File: src/rtl/encrypted_image_writer_pkg.sv
// Shared definitions for the encrypted-image writer: FSM states, submatrix geometry
// and the pixel-unpacking helper used wherever a 16-bit submatrix is split into pixels.
package encrypted_image_writer_pkg;

    localparam int unsigned PIX_W       = 4;
    localparam int unsigned SUB_DIM     = 2;
    localparam int unsigned PIX_PER_SUB = 4;
    localparam int unsigned SUB_DATA_W  = 16;

    typedef enum logic [2:0] {
        ST_IDLE,
        ST_WAIT_SUB,
        ST_WRITE,
        ST_ACK,
        ST_DONE
    } state_t;

    typedef logic [1:0] pix_idx_t;

    // Pixel k of a 2x2 tile in raster order: k0 is the top-left nibble [15:12].
    function automatic logic [PIX_W-1:0] sub_pixel(input logic [SUB_DATA_W-1:0] sub,
                                                   input pix_idx_t k);
        logic [PIX_W-1:0] pix;
        case (k)
            2'd0:    pix = sub[15:12];
            2'd1:    pix = sub[11:8];
            2'd2:    pix = sub[7:4];
            default: pix = sub[3:0];
        endcase
        return pix;
    endfunction

endpackage

File: src/rtl/encrypted_image_writer_tile_position_counter.sv
// Tracks the top-left corner of the current 2x2 tile in raster tile order.
// rowBase is accumulated so the pixel address needs no multiplier.
module tile_position_counter
    import encrypted_image_writer_pkg::*;
#(
    parameter int IMG_W  = 160,
    parameter int IMG_H  = 120,
    parameter int ADDR_W = 15
) (
    input  logic              clock,
    input  logic              reset,
    input  logic              advance,
    input  logic              clear,
    output logic [ADDR_W-1:0] subX,
    output logic [ADDR_W-1:0] subY,
    output logic [ADDR_W-1:0] rowBase,
    output logic              last
);

    localparam logic [ADDR_W-1:0] X_LAST   = ADDR_W'(IMG_W - int'(SUB_DIM));
    localparam logic [ADDR_W-1:0] Y_LAST   = ADDR_W'(IMG_H - int'(SUB_DIM));
    localparam logic [ADDR_W-1:0] STEP     = ADDR_W'(SUB_DIM);
    localparam logic [ADDR_W-1:0] ROW_STEP = ADDR_W'(int'(SUB_DIM) * IMG_W);

    assign last = (subX == X_LAST) && (subY == Y_LAST);

    // clear wins over advance so the final tile's ack lands back at (0,0).
    always_ff @(posedge clock) begin
        if (reset || clear) begin
            subX    <= '0;
            subY    <= '0;
            rowBase <= '0;
        end else if (advance) begin
            if (subX == X_LAST) begin
                subX    <= '0;
                subY    <= subY + STEP;
                rowBase <= rowBase + ROW_STEP;
            end else begin
                subX <= subX + STEP;
            end
        end
    end

endmodule

File: src/rtl/encrypted_image_writer.sv
// Consumes encrypted submatrices, writes their four pixels into the frame memory
// in raster tile order and acknowledges each with a one-cycle processed pulse.
module encrypted_image_writer
    import encrypted_image_writer_pkg::*;
#(
    parameter int IMG_W  = 160,
    parameter int IMG_H  = 120,
    parameter int ADDR_W = 15
) (
    input  logic                  clock,
    input  logic                  reset,
    input  logic                  start,
    input  logic                  readyToBeProcessed,
    input  logic [SUB_DATA_W-1:0] imageGeneratorInput,
    output logic                  processed,
    output logic                  memWriteEn,
    output logic [ADDR_W-1:0]     memAddress,
    output logic [PIX_W-1:0]      memData,
    output logic                  busy,
    output logic                  done
);

    localparam logic [ADDR_W-1:0] ROW_OFS = ADDR_W'(IMG_W);
    localparam pix_idx_t          K_LAST  = pix_idx_t'(PIX_PER_SUB - 1);

    state_t                state;
    pix_idx_t              k;
    pix_idx_t              k_next;
    logic [SUB_DATA_W-1:0] sub_buf;
    logic [ADDR_W-1:0]     subX;
    logic [ADDR_W-1:0]     subY;
    logic [ADDR_W-1:0]     rowBase;
    logic [ADDR_W-1:0]     tile_base;
    logic [ADDR_W-1:0]     addr_next;
    logic                  last;
    logic                  advance;
    logic                  clear;

    assign advance = (state == ST_ACK);
    assign clear   = ((state == ST_IDLE || state == ST_DONE) && start)
                   || (state == ST_ACK && last);

    tile_position_counter #(
        .IMG_W  (IMG_W),
        .IMG_H  (IMG_H),
        .ADDR_W (ADDR_W)
    ) u_pos (
        .clock   (clock),
        .reset   (reset),
        .advance (advance),
        .clear   (clear),
        .subX    (subX),
        .subY    (subY),
        .rowBase (rowBase),
        .last    (last)
    );

    // Outputs are registered, so the address/data for pixel k+1 are prepared while k is shown.
    always_comb begin
        k_next    = k + 2'd1;
        tile_base = rowBase + subX;
        addr_next = tile_base + (k_next[1] ? ROW_OFS : '0) + ADDR_W'(k_next[0]);
    end

    always_ff @(posedge clock) begin
        if (reset) begin
            state      <= ST_IDLE;
            k          <= '0;
            sub_buf    <= '0;
            processed  <= 1'b0;
            memWriteEn <= 1'b0;
            memAddress <= '0;
            memData    <= '0;
            busy       <= 1'b0;
            done       <= 1'b0;
        end else begin
            processed  <= 1'b0;
            memWriteEn <= 1'b0;
            case (state)
                ST_IDLE, ST_DONE: begin
                    if (start) begin
                        done  <= 1'b0;
                        busy  <= 1'b1;
                        state <= ST_WAIT_SUB;
                    end
                end
                ST_WAIT_SUB: begin
                    if (readyToBeProcessed) begin
                        sub_buf    <= imageGeneratorInput;
                        k          <= '0;
                        memWriteEn <= 1'b1;
                        memAddress <= tile_base;
                        memData    <= sub_pixel(imageGeneratorInput, 2'd0);
                        state      <= ST_WRITE;
                    end
                end
                ST_WRITE: begin
                    if (k == K_LAST) begin
                        processed <= 1'b1;
                        state     <= ST_ACK;
                    end else begin
                        k          <= k_next;
                        memWriteEn <= 1'b1;
                        memAddress <= addr_next;
                        memData    <= sub_pixel(sub_buf, k_next);
                    end
                end
                ST_ACK: begin
                    if (last) begin
                        busy  <= 1'b0;
                        done  <= 1'b1;
                        state <= ST_DONE;
                    end else begin
                        state <= ST_WAIT_SUB;
                    end
                end
                default: state <= ST_IDLE;
            endcase
        end
    end

endmodule

File: config.mk
export PLATFORM = sky130hd
export DESIGN_NAME = encrypted_image_writer
export DESIGN_NICKNAME = d
export VERILOG_FILES = /design/src/rtl/encrypted_image_writer_pkg.sv /design/src/rtl/encrypted_image_writer_tile_position_counter.sv /design/src/rtl/encrypted_image_writer.sv
export SDC_FILE = /design/constraint.sdc
export NUM_CORES = 1
export LEC_CHECK = 0
export ABC_AREA = 0
export CAP_MARGIN = 20
export CORE_ASPECT_RATIO = 2
export CORE_UTILIZATION = 55
export CTS_BUF_LIST = sky130_fd_sc_hd__clkbuf_4
export DETAILED_ROUTE_END_ITERATION = 8
export GPL_ROUTABILITY_DRIVEN = 0
export PLACE_DENSITY = 0.78
export SYNTH_ARGS = -nofsm -noshare
export SYNTH_HDL_FRONTEND = slang
export SYNTH_SLANG_ARGS = --single-unit
File: constraint.sdc
create_clock -name clock -period 6.75 [get_ports clock]
set_input_delay 0.675 -clock clock [delete_from_list [all_inputs] [get_ports clock]]
set_output_delay 0.675 -clock clock [all_outputs]
set_load 0.005 [all_outputs]
==> flow_metrics.py, run 1 <==
metrics = {
    "detailed_routing": {
        "wl_per_cell_um": 14.6,
        "drt-pass1-iter-count": 5,
        "num_vias": 3535,
        "drc": 0,
        "routed_wl_mm": 9.11,
        "drtIter0Drc": 193,
        "ant_nets": 0,
        "via_per_inst": 5.66,
    },
    "sta": {
        "fin_crit_ps": 2820,
        "worst_hold_slack_ps": 461,
        "grt_setup_unrepaired": "false",
        "setup_tns_ps": 0,
        "fmax_mhz": 355,
        "finalClockSkew_ps": 10.3,
        "setup_viol": 0,
        "fin_crit_sh_pct": 41.8,
        "hold_viol_final": 0,
        "drv_slew": 0,
        "worstMarginPinSlew_ps": 857,
        "relSlewSlack_pct": 42.7,
    },
    "status": {
        "outcome": "finished, final reports clean",
    },
    "worst_setup_path": {
        "worstPathRequired_ps": 7080,
        "worstSetupPathType": "reg -> reg",
        "reg2reg_from": "u_pos.subX[6]",
        "arrival_ps": 3150,
        "end_kind": "flip-flop",
        "reg2reg_depth": 8,
        "cp-start-kind": "flip-flop",
        "r2r-end": "memAddress[14]",
        "crit_fanout": 5,
        "reg2reg_setup_slack_ps": 3930,
    },
    "floorplan": {
        "start_util_pct": 56.9,
        "die_w_um": 63.3,
        "die_h_um": 125,
        "core_region_area_um2": 7270,
        "pin_count": 43,
        "die_area_um2": 7880,
        "rows": 44,
    },
    "yosys": {
        "syn_nets": 536,
        "yosysMostFrequentCell": "dfxtp_1",
        "yosysWarningCount": 0,
        "netlist_area_um2": 4130,
        "synth_flop_cell": "dfxtp_1",
        "synth-async-reset-ratio_pct": 0,
        "syn_inst": 496,
        "netlist_top_cells_area": "dfxtp_1, nor2_1, nand2_1",
        "synth_top_cell_area_share_pct": 39.2,
        "yosysSeqAreaShare_pct": 39.2,
        "netlist-cell-type-count": 62,
        "ys_ff_latch": 81,
        "syn_area_per_cell_um2": 8.33,
        "synth_top_area_cell": "dfxtp_1",
        "synth_common_cells": "dfxtp_1, nor2_1, nand2_1",
        "synth_edf_count": 0,
    },
    "worst_hold_path": {
        "hold_depth": 2,
        "worst_hold_path.endpoint": "sub_buf[15]",
        "hp-start": "sub_buf[15]",
        "hold_class": "reg -> reg",
    },
    "global_route": {
        "antenna_found_initial": 1,
        "grt_pass1_wl_mm": 15.0,
        "grt_max_degree": 46,
        "grt_remaining_overflow": 0,
        "grt_pass1_vias": 3383,
        "track_usage_pct": 24.3,
    },
    "cts": {
        "cts_buffers": 9,
        "clockRootBuffer": "clkbuf_4",
        "cts_setup_buffers": 0,
        "cts_tree": "done",
        "hold_buffers": 0,
        "clock_path_buffers": 2,
        "clk_pin_slew_ps": 120,
        "insertion_delay_ps": 430,
        "htree_num_levels": 3,
        "cts.repair.resized": 0,
        "clock_sinks": 81,
    },
    "placement": {
        "portBuffers": 42,
        "hpwl_mm": 6.90,
    },
    "power_and_ir_drop": {
        "leakage_nw": 1.67,
        "powerDensity_nw_per_um2": 183,
        "vdd_ir_drop_max_mv": 0.110,
        "power.total_mw": 0.857,
    },
    "layout": {
        "layout.nets": 568,
        "area_growth_syn_to_layout_pct": 13.5,
        "final_util_pct": 64.5,
        "drive_gt1_share_pct": 5.64,
    },
    "run": {
        "cap_violations": 0,
    },
}
report_power, final:
group | switching (mW) | internal, mW | total (mW)
Sequential | 0.0130 | 0.496 | 0.509
Combinational | 0.0546 | 0.0514 | 0.106
Clock | 0.165 | 0.0775 | 0.242
Total | 0.232 | 0.625 | 0.857
cells in the final DEF, fill, tap and decap left out, types with 5 or more instances in the layout:
cell	count
nor3_1	6
xor2_1	19
clkbuf_4	10
a21oi_1	38
and3_1	6
nand4_1	12
nand2_1	73
o211ai_1	5
dfxtp_1	81
nor2_1	79
clkdlybuf4s50_1	42
o21ai_0	11
xnor2_1	26
nand3_1	10
ha_1	19
inv_1	6
a211oi_1	14
stage by stage:
step	cell area [µm²]	setup WS, ps	instances
global route	4690	3780	625
CTS	4670	3920	623
detailed placement	4560	3950	608
finish	4690	3930	625
global placement	4560	4000	608
floorplan	4130	4200	496
worst max-delay path, cell delays in order, from the launching register on:
cell and delay, ps:
dfxtp_1 450, ha_1 240, fa_1 460, ha_1 350, nand2_1 60, o21bai_1 350, nand2_1 130, or4_1 470
a31o_1 220
flip-flops by register name, indices dropped and copies added (netlist names):
signal / cells
busy: 1
state: 3
u_pos.subY: 14
u_pos.subX: 14
memAddress: 15
k: 2
memData: 4
memWriteEn: 1
sub_buf: 16
u_pos.rowBase: 9
processed: 1
done: 1
routing by layer:
| metal | GRT usage [%] | part of all wire (%) | up-vias |
|---|---|---|---|
| li1 | - | - | 1786 |
| met3 | 4.03 | 2.9 | 29 |
| met5 | 0 | 0 | - |
| met2 | 46.3 | 55 | 73 |
| met1 | 23.2 | 37 | 1647 |
| met4 | 14.8 | 4.5 | 0 |
cell families (layout without fill, tap and decap cells):
family          Yosys count  count (layout)  share of synthesized area [%]
compound gates           92              92                           14.4
xor+xnor                 46              46                           9.93
fa+ha+maj                20              20                           6.24
buf+inv                  30              66                           3.51
flops                    81              81                           39.2
mux                       1               1                          0.242
other cells               1               2                         0.0908
simple gates            225             225                           26.4
how the worst max path moves through the flow:
stage / startpoint / endpoint / slack (ps)
final: u_pos.subX[6] / memAddress[14] / 3930
after global routing: u_pos.subX[6] / memAddress[14] / 3780
after global placement: u_pos.subX[6] / memAddress[14] / 4000
after detailed placement: u_pos.subX[6] / memAddress[14] / 3950
after floorplan: u_pos.subX[6] / memAddress[14] / 4200
after CTS: u_pos.subX[6] / memAddress[14] / 3920
area by class of cell:
class | instances | area (µm²)
multi-input cells | 385 | 2370
flip-flops and latches | 81 | 1620
repair buffers | 45 | 450
diodes | 1 | 2.50
well taps | 92 | 115
inverters | 6 | 22.5
fillers | 652 | 2580
clock inverters | 5 | 32.5
clock buffers | 10 | 75.1
Power figures use the tool's default switching activity.
==> inputs of run 2 (changes only) <==
--- a/config.mk
+++ b/config.mk
@@ -8,7 +8,7 @@
 export ABC_AREA = 0
 export CAP_MARGIN = 20
 export CORE_ASPECT_RATIO = 2
-export CORE_UTILIZATION = 55
+export CORE_UTILIZATION = 53
 export CTS_BUF_LIST = sky130_fd_sc_hd__clkbuf_4
 export DETAILED_ROUTE_END_ITERATION = 8
 export GPL_ROUTABILITY_DRIVEN = 0
==> constraint.sdc (replaced) <==
create_clock -name clock -period 2.3 [get_ports clock]
set_input_delay 0.23 -clock clock [delete_from_list [all_inputs] [get_ports clock]]
set_output_delay 0.23 -clock clock [all_outputs]
set_load 0.005 [all_outputs]
==> run 2 against run 1 <==
Compared with the run above:
- the flow now finishes with violations (negative setup slack)
- sequential share of layout area fell by 3.0 points
- global-route usage rose by 1.5 points
- worst hold slack got worse by 140 ps
- total power rose to 3.2 times the previous value
- largest power group unchanged
==> flow_metrics.py, run 2 (same netlist as run 1, synthesis figures left out) <==
metrics = {
    "global_route": {
        "grt_remaining_overflow": 0,
        "grt_pass1_wl_mm": 16.1,
        "antenna_found_initial": 1,
        "track_usage_pct": 25.8,
        "grt_max_degree": 32,
        "grt_pass1_vias": 3735,
    },
    "layout": {
        "largest-register": "sub_buf",
        "final_util_pct": 68.1,
        "fill_cells": 624,
        "largestRegisters": "sub_buf: 16 flops, memAddress: 15 flops",
        "area_growth_syn_to_layout_pct": 24.3,
        "mostFrequentLayoutCells": "nor2_1, dfxtp_1, nand2_1",
        "drive_gt1_share_pct": 14.6,
        "largest_reg_flops": 16,
        "layout.nets": 610,
    },
    "worst_setup_path": {
        "worstPathRequired_ps": 2650,
        "end_kind": "flip-flop",
        "reg2reg_from": "u_pos.rowBase[6]",
        "setup.worst_path.start": "u_pos.rowBase[6]",
        "arrival_ps": 2710,
        "crit_fanout": 3,
        "worstSetupPathType": "reg -> reg",
        "cp-start-kind": "flip-flop",
    },
    "cts": {
        "cts_buffers": 9,
        "clk_pin_slew_ps": 120,
        "cts_tree": "done",
        "hold_buffers": 0,
        "clockRootBuffer": "clkbuf_4",
        "insertion_delay_ps": 440,
        "clock_sinks": 81,
        "htree_num_levels": 3,
        "clock_path_buffers": 2,
    },
    "power_and_ir_drop": {
        "leakage_nw": 1.93,
        "power.total_mw": 2.78,
        "powerDensity_nw_per_um2": 540,
        "vdd_ir_drop_max_mv": 0.532,
    },
    "detailed_routing": {
        "via_per_inst": 5.51,
        "drt-pass1-iter-count": 4,
        "drtIter0Drc": 207,
        "routed_wl_mm": 9.90,
        "ant_nets": 0,
        "wl_per_cell_um": 14.8,
        "num_vias": 3692,
        "drc": 0,
    },
    "sta": {
        "setup_viol": 1,
        "fin_crit_ps": 2360,
        "fmax_mhz": 423,
        "fin_crit_sh_pct": 103,
        "grt_setup_unrepaired": "true",
        "layout_setup_ws_ps": -62.5,
        "hold_viol_final": 0,
        "drv_slew": 0,
        "worstMarginPinSlew_ps": 501,
        "finalClockSkew_ps": 11.8,
        "relSlewSlack_pct": 66.4,
    },
    "floorplan": {
        "die_w_um": 64.4,
        "pin_count": 43,
        "die_area_um2": 8170,
        "die_h_um": 127,
        "start_util_pct": 54.8,
        "core_region_area_um2": 7540,
        "rows": 45,
    },
    "status": {
        "violations": "negative setup slack",
        "outcome": "complete, but fails checks",
    },
    "placement": {
        "hpwl_mm": 7.73,
        "portBuffers": 42,
    },
    "worst_hold_path": {
        "hold_class": "in -> reg",
        "hp-start": "imageGeneratorInput[6]",
    },
    "run": {
        "cap_violations": 0,
    },
}
run 2: changes by cell type in the layout (fill, tap and decap cells not counted), sizes merged:
cell and change:
buf +42, bufinv +2, clkinvlp -1
run 2: through the flow:
step                std cells  TNS [ps]  cell area [µm²]  setup slack, ps  hold slack (ps)
floorplan                 496     -31.2             4170            -31.2              366
global placement          651     -59.1             4920            -59.1              444
detailed placement        651     -96.4             4920            -96.4              452
CTS                       667     -64.3             5080            -64.3              297
global route              670      -145             5140             -145              301
finish                    670     -62.5             5140            -62.5              324
run 2: area by class of cell:
class / instances / area (µm²) / share of cell area [%]
Multi-Input combinational cell: 385 / 2440 / 47.5
Sequential cell: 81 / 1620 / 31.6
Timing Repair Buffer: 87 / 774 / 15.1
Tap cell: 94 / 118 / 2.29
Clock inverter: 6 / 81.3 / 1.58
Clock buffer: 10 / 75.1 / 1.46
Inverter: 6 / 22.5 / 0.438
Antenna cell: 1 / 2.50 / 0.0487
run 2: timing repair:
item,in CTS,in global routing
pin swaps,1,5
setup endpoints to repair,1,3
hold endpoints to repair,0,0
buffers inserted,0,2
resized for setup,1,6
run 2: per-layer routing:
layer / GRT usage (%) / routed length (µm) / vias up
li1: - / - / 1865
met1: 22.7 / 3540 / 1711
met2: 50.3 / 5600 / 84
met3: 4.77 / 301 / 32
met4: 16.9 / 465 / 0
met5: 0 / 0 / -
run 2: worst paths after layout:
check                   end  slack (ps)  depth (start not counted)
min reg2reg      sub_buf[6]         470                          2
min              sub_buf[6]         320                          3
max reg2reg  memAddress[14]         -60                          8
max          memAddress[14]         -60                          8
run 2: report_power, final:
part           switching (mW)  internal (mW)
Combinational           0.179          0.173
Clock                   0.489          0.448
Sequential             0.0310           1.46
run 2: critical path: stages, from the launching register on:
cell      delay [ps]
dfxtp_2          360
ha_4             160
fa_2             370
a211oi_2         270
o21ai_2          120
nor4_4           170
nand3_2          110
or4_1            510
a31o_1           220
==> inputs of run 3 (changes only) <==
--- a/config.mk
+++ b/config.mk
@@ -5,14 +5,13 @@
 export SDC_FILE = /design/constraint.sdc
 export NUM_CORES = 1
 export LEC_CHECK = 0
-export ABC_AREA = 0
 export CAP_MARGIN = 20
 export CORE_ASPECT_RATIO = 2
-export CORE_UTILIZATION = 53
+export CORE_UTILIZATION = 45
 export CTS_BUF_LIST = sky130_fd_sc_hd__clkbuf_4
 export DETAILED_ROUTE_END_ITERATION = 8
 export GPL_ROUTABILITY_DRIVEN = 0
-export PLACE_DENSITY = 0.78
+export PLACE_DENSITY = 0.68
 export SYNTH_ARGS = -nofsm -noshare
 export SYNTH_HDL_FRONTEND = slang
 export SYNTH_SLANG_ARGS = --single-unit
==> run 3 against run 2 <==
Compared with the run above:
- the run still ends with negative setup slack left
- first-iteration DRC count grew 1.9%
- via count is 0.84% lower
- clock skew rose by 12 ps
- register-to-register slack is essentially flat
==> flow_metrics.py, run 3 (same netlist as run 1, synthesis figures left out) <==
metrics = {
    "sta": {
        "fin_crit_sh_pct": 103,
        "hold_viol_final": 0,
        "fin_crit_ps": 2360,
        "relSlewSlack_pct": 58.6,
        "worst_hold_slack_ps": 326,
        "finalClockSkew_ps": 23.5,
        "layout_setup_ws_ps": -58.1,
        "grt_setup_unrepaired": "true",
        "setup_tns_ps": -58.1,
        "drv_slew": 0,
        "fmax_mhz": 424,
        "worstMarginPinSlew_ps": 619,
        "setup_viol": 1,
    },
    "cts": {
        "clock_path_buffers": 2,
        "clk_pin_slew_ps": 130,
        "clock_sinks": 81,
        "clockRootBuffer": "clkbuf_4",
        "cts_tree": "done",
        "cts_buffers": 9,
        "insertion_delay_ps": 450,
        "htree_num_levels": 3,
        "hold_buffers": 0,
    },
    "detailed_routing": {
        "via_per_inst": 5.44,
        "wl_per_cell_um": 14.4,
        "drtIter0Drc": 211,
        "routed_wl_mm": 9.67,
        "drt-pass1-iter-count": 5,
        "drc": 0,
        "num_vias": 3661,
        "ant_nets": 0,
    },
    "power_and_ir_drop": {
        "power.total_mw": 2.68,
        "vdd_ir_drop_max_mv": 0.348,
        "powerDensity_nw_per_um2": 522,
        "leakage_nw": 1.90,
    },
    "global_route": {
        "grt_pass1_vias": 3505,
        "grt_pass1_wl_mm": 15.8,
        "track_usage_pct": 21.0,
        "grt_remaining_overflow": 0,
        "antenna_found_initial": 0,
        "grt_max_degree": 45,
    },
    "layout": {
        "design_area_um2": 5140,
        "n_antenna_cell": 0,
        "layout.nets": 606,
        "multi_input_area_um2": 2470,
        "area_growth_syn_to_layout_pct": 24.4,
        "mostFrequentLayoutCells": "nor2_1, dfxtp_1, nand2_1",
        "final_util_pct": 57.4,
        "ff_latch_area_um2": 1620,
        "largestRegisters": "sub_buf: 16 flops, memAddress: 15 flops",
        "drive_gt1_share_pct": 14.7,
        "largest_reg_flops": 16,
        "fill_cells": 859,
        "largest-register": "sub_buf",
    },
    "placement": {
        "post_dp_cell_area_um2": 4920,
        "portBuffers": 42,
        "hpwl_mm": 7.46,
    },
    "floorplan": {
        "die_w_um": 69.8,
        "die_h_um": 138,
        "core_region_area_um2": 8950,
        "pin_count": 43,
        "rows": 49,
        "start_util_pct": 46.2,
        "die_area_um2": 9590,
    },
    "worst_setup_path": {
        "arrival_ps": 2700,
        "crit_fanout": 4,
        "end_kind": "flip-flop",
        "reg2reg_setup_slack_ps": -60,
        "worstPathRequired_ps": 2640,
        "cp-start-kind": "flip-flop",
        "worstSetupPathType": "reg -> reg",
    },
    "status": {
        "violations": "negative setup slack",
        "outcome": "complete, but fails checks",
    },
    "worst_hold_path": {
        "hold_class": "in -> reg",
    },
    "run": {
        "cap_violations": 0,
    },
}
-- run 3: cell count changes in the layout (fill, tap and decap cells not counted), sizes merged --
cell / change
bufinv: -1
clkbuf: -1
diode: -1
clkinvlp: +2
buf: -4
-- run 3: cell type report --
cell class | count | area share [%]
multi-input combinational | 385 | 48.1
sequential | 81 | 31.6
timing repair buffer | 83 | 14.7
tap | 102 | 2.48
clock inverter | 7 | 1.36
clock buffer | 9 | 1.31
inverter | 6 | 0.438
-- run 3: power breakdown --
part	internal [mW]	leakage, nW	switching, mW
clock network	0.329	0.0676	0.519
logic	0.174	1.17	0.174
registers	1.46	0.658	0.0302
total	1.96	1.90	0.724
-- run 3: path summary, 6_finish.rpt --
kind | from | endpoint | cells past startpoint
worst min register to register | sub_buf[12] | sub_buf[12] | 2
worst min-delay path | imageGeneratorInput[11] | sub_buf[11] | 3
worst max register to register | u_pos.subX[6] | memAddress[14] | 8
worst max-delay path | u_pos.subX[6] | memAddress[14] | 8
-- run 3: through the flow --
step | worst slack, ps | instances
5_1_grt | -161 | 673
3_5_place_dp | -85.6 | 656
3_3_place_gp | -71.6 | 656
4_1_cts | -59.3 | 672
6_report | -58.1 | 673
2_1_floorplan | -31.2 | 496
-- run 3: worst max-delay path, stage by stage, from the launching register on --
cell and delay [ps]:
dfxtp_2 360, ha_4 160, fa_2 380, a21o_1 200, and4_4 220, o2111ai_2 200
o211ai_1 130, or4_1 410, a31o_1 220
-- run 3: timing repair --
action / 4_1_cts / 5_1_grt
endpoints found under the hold margin: 0 / 0
cloned: 0 / 0
pin swaps: 1 / 5
gates resized for setup: 5 / 7
setup endpoints to repair: 2 / 7
setup buffers: 0 / 1
-- run 3: routing by layer --
metal / routed length (µm) / global-route usage (%) / part of all wire, %
met3: 287 / 4.83 / 3.0
met5: 0 / 0 / 0
met2: 5550 / 41.6 / 57
met4: 345 / 12.0 / 3.6
met1: 3490 / 19.0 / 36
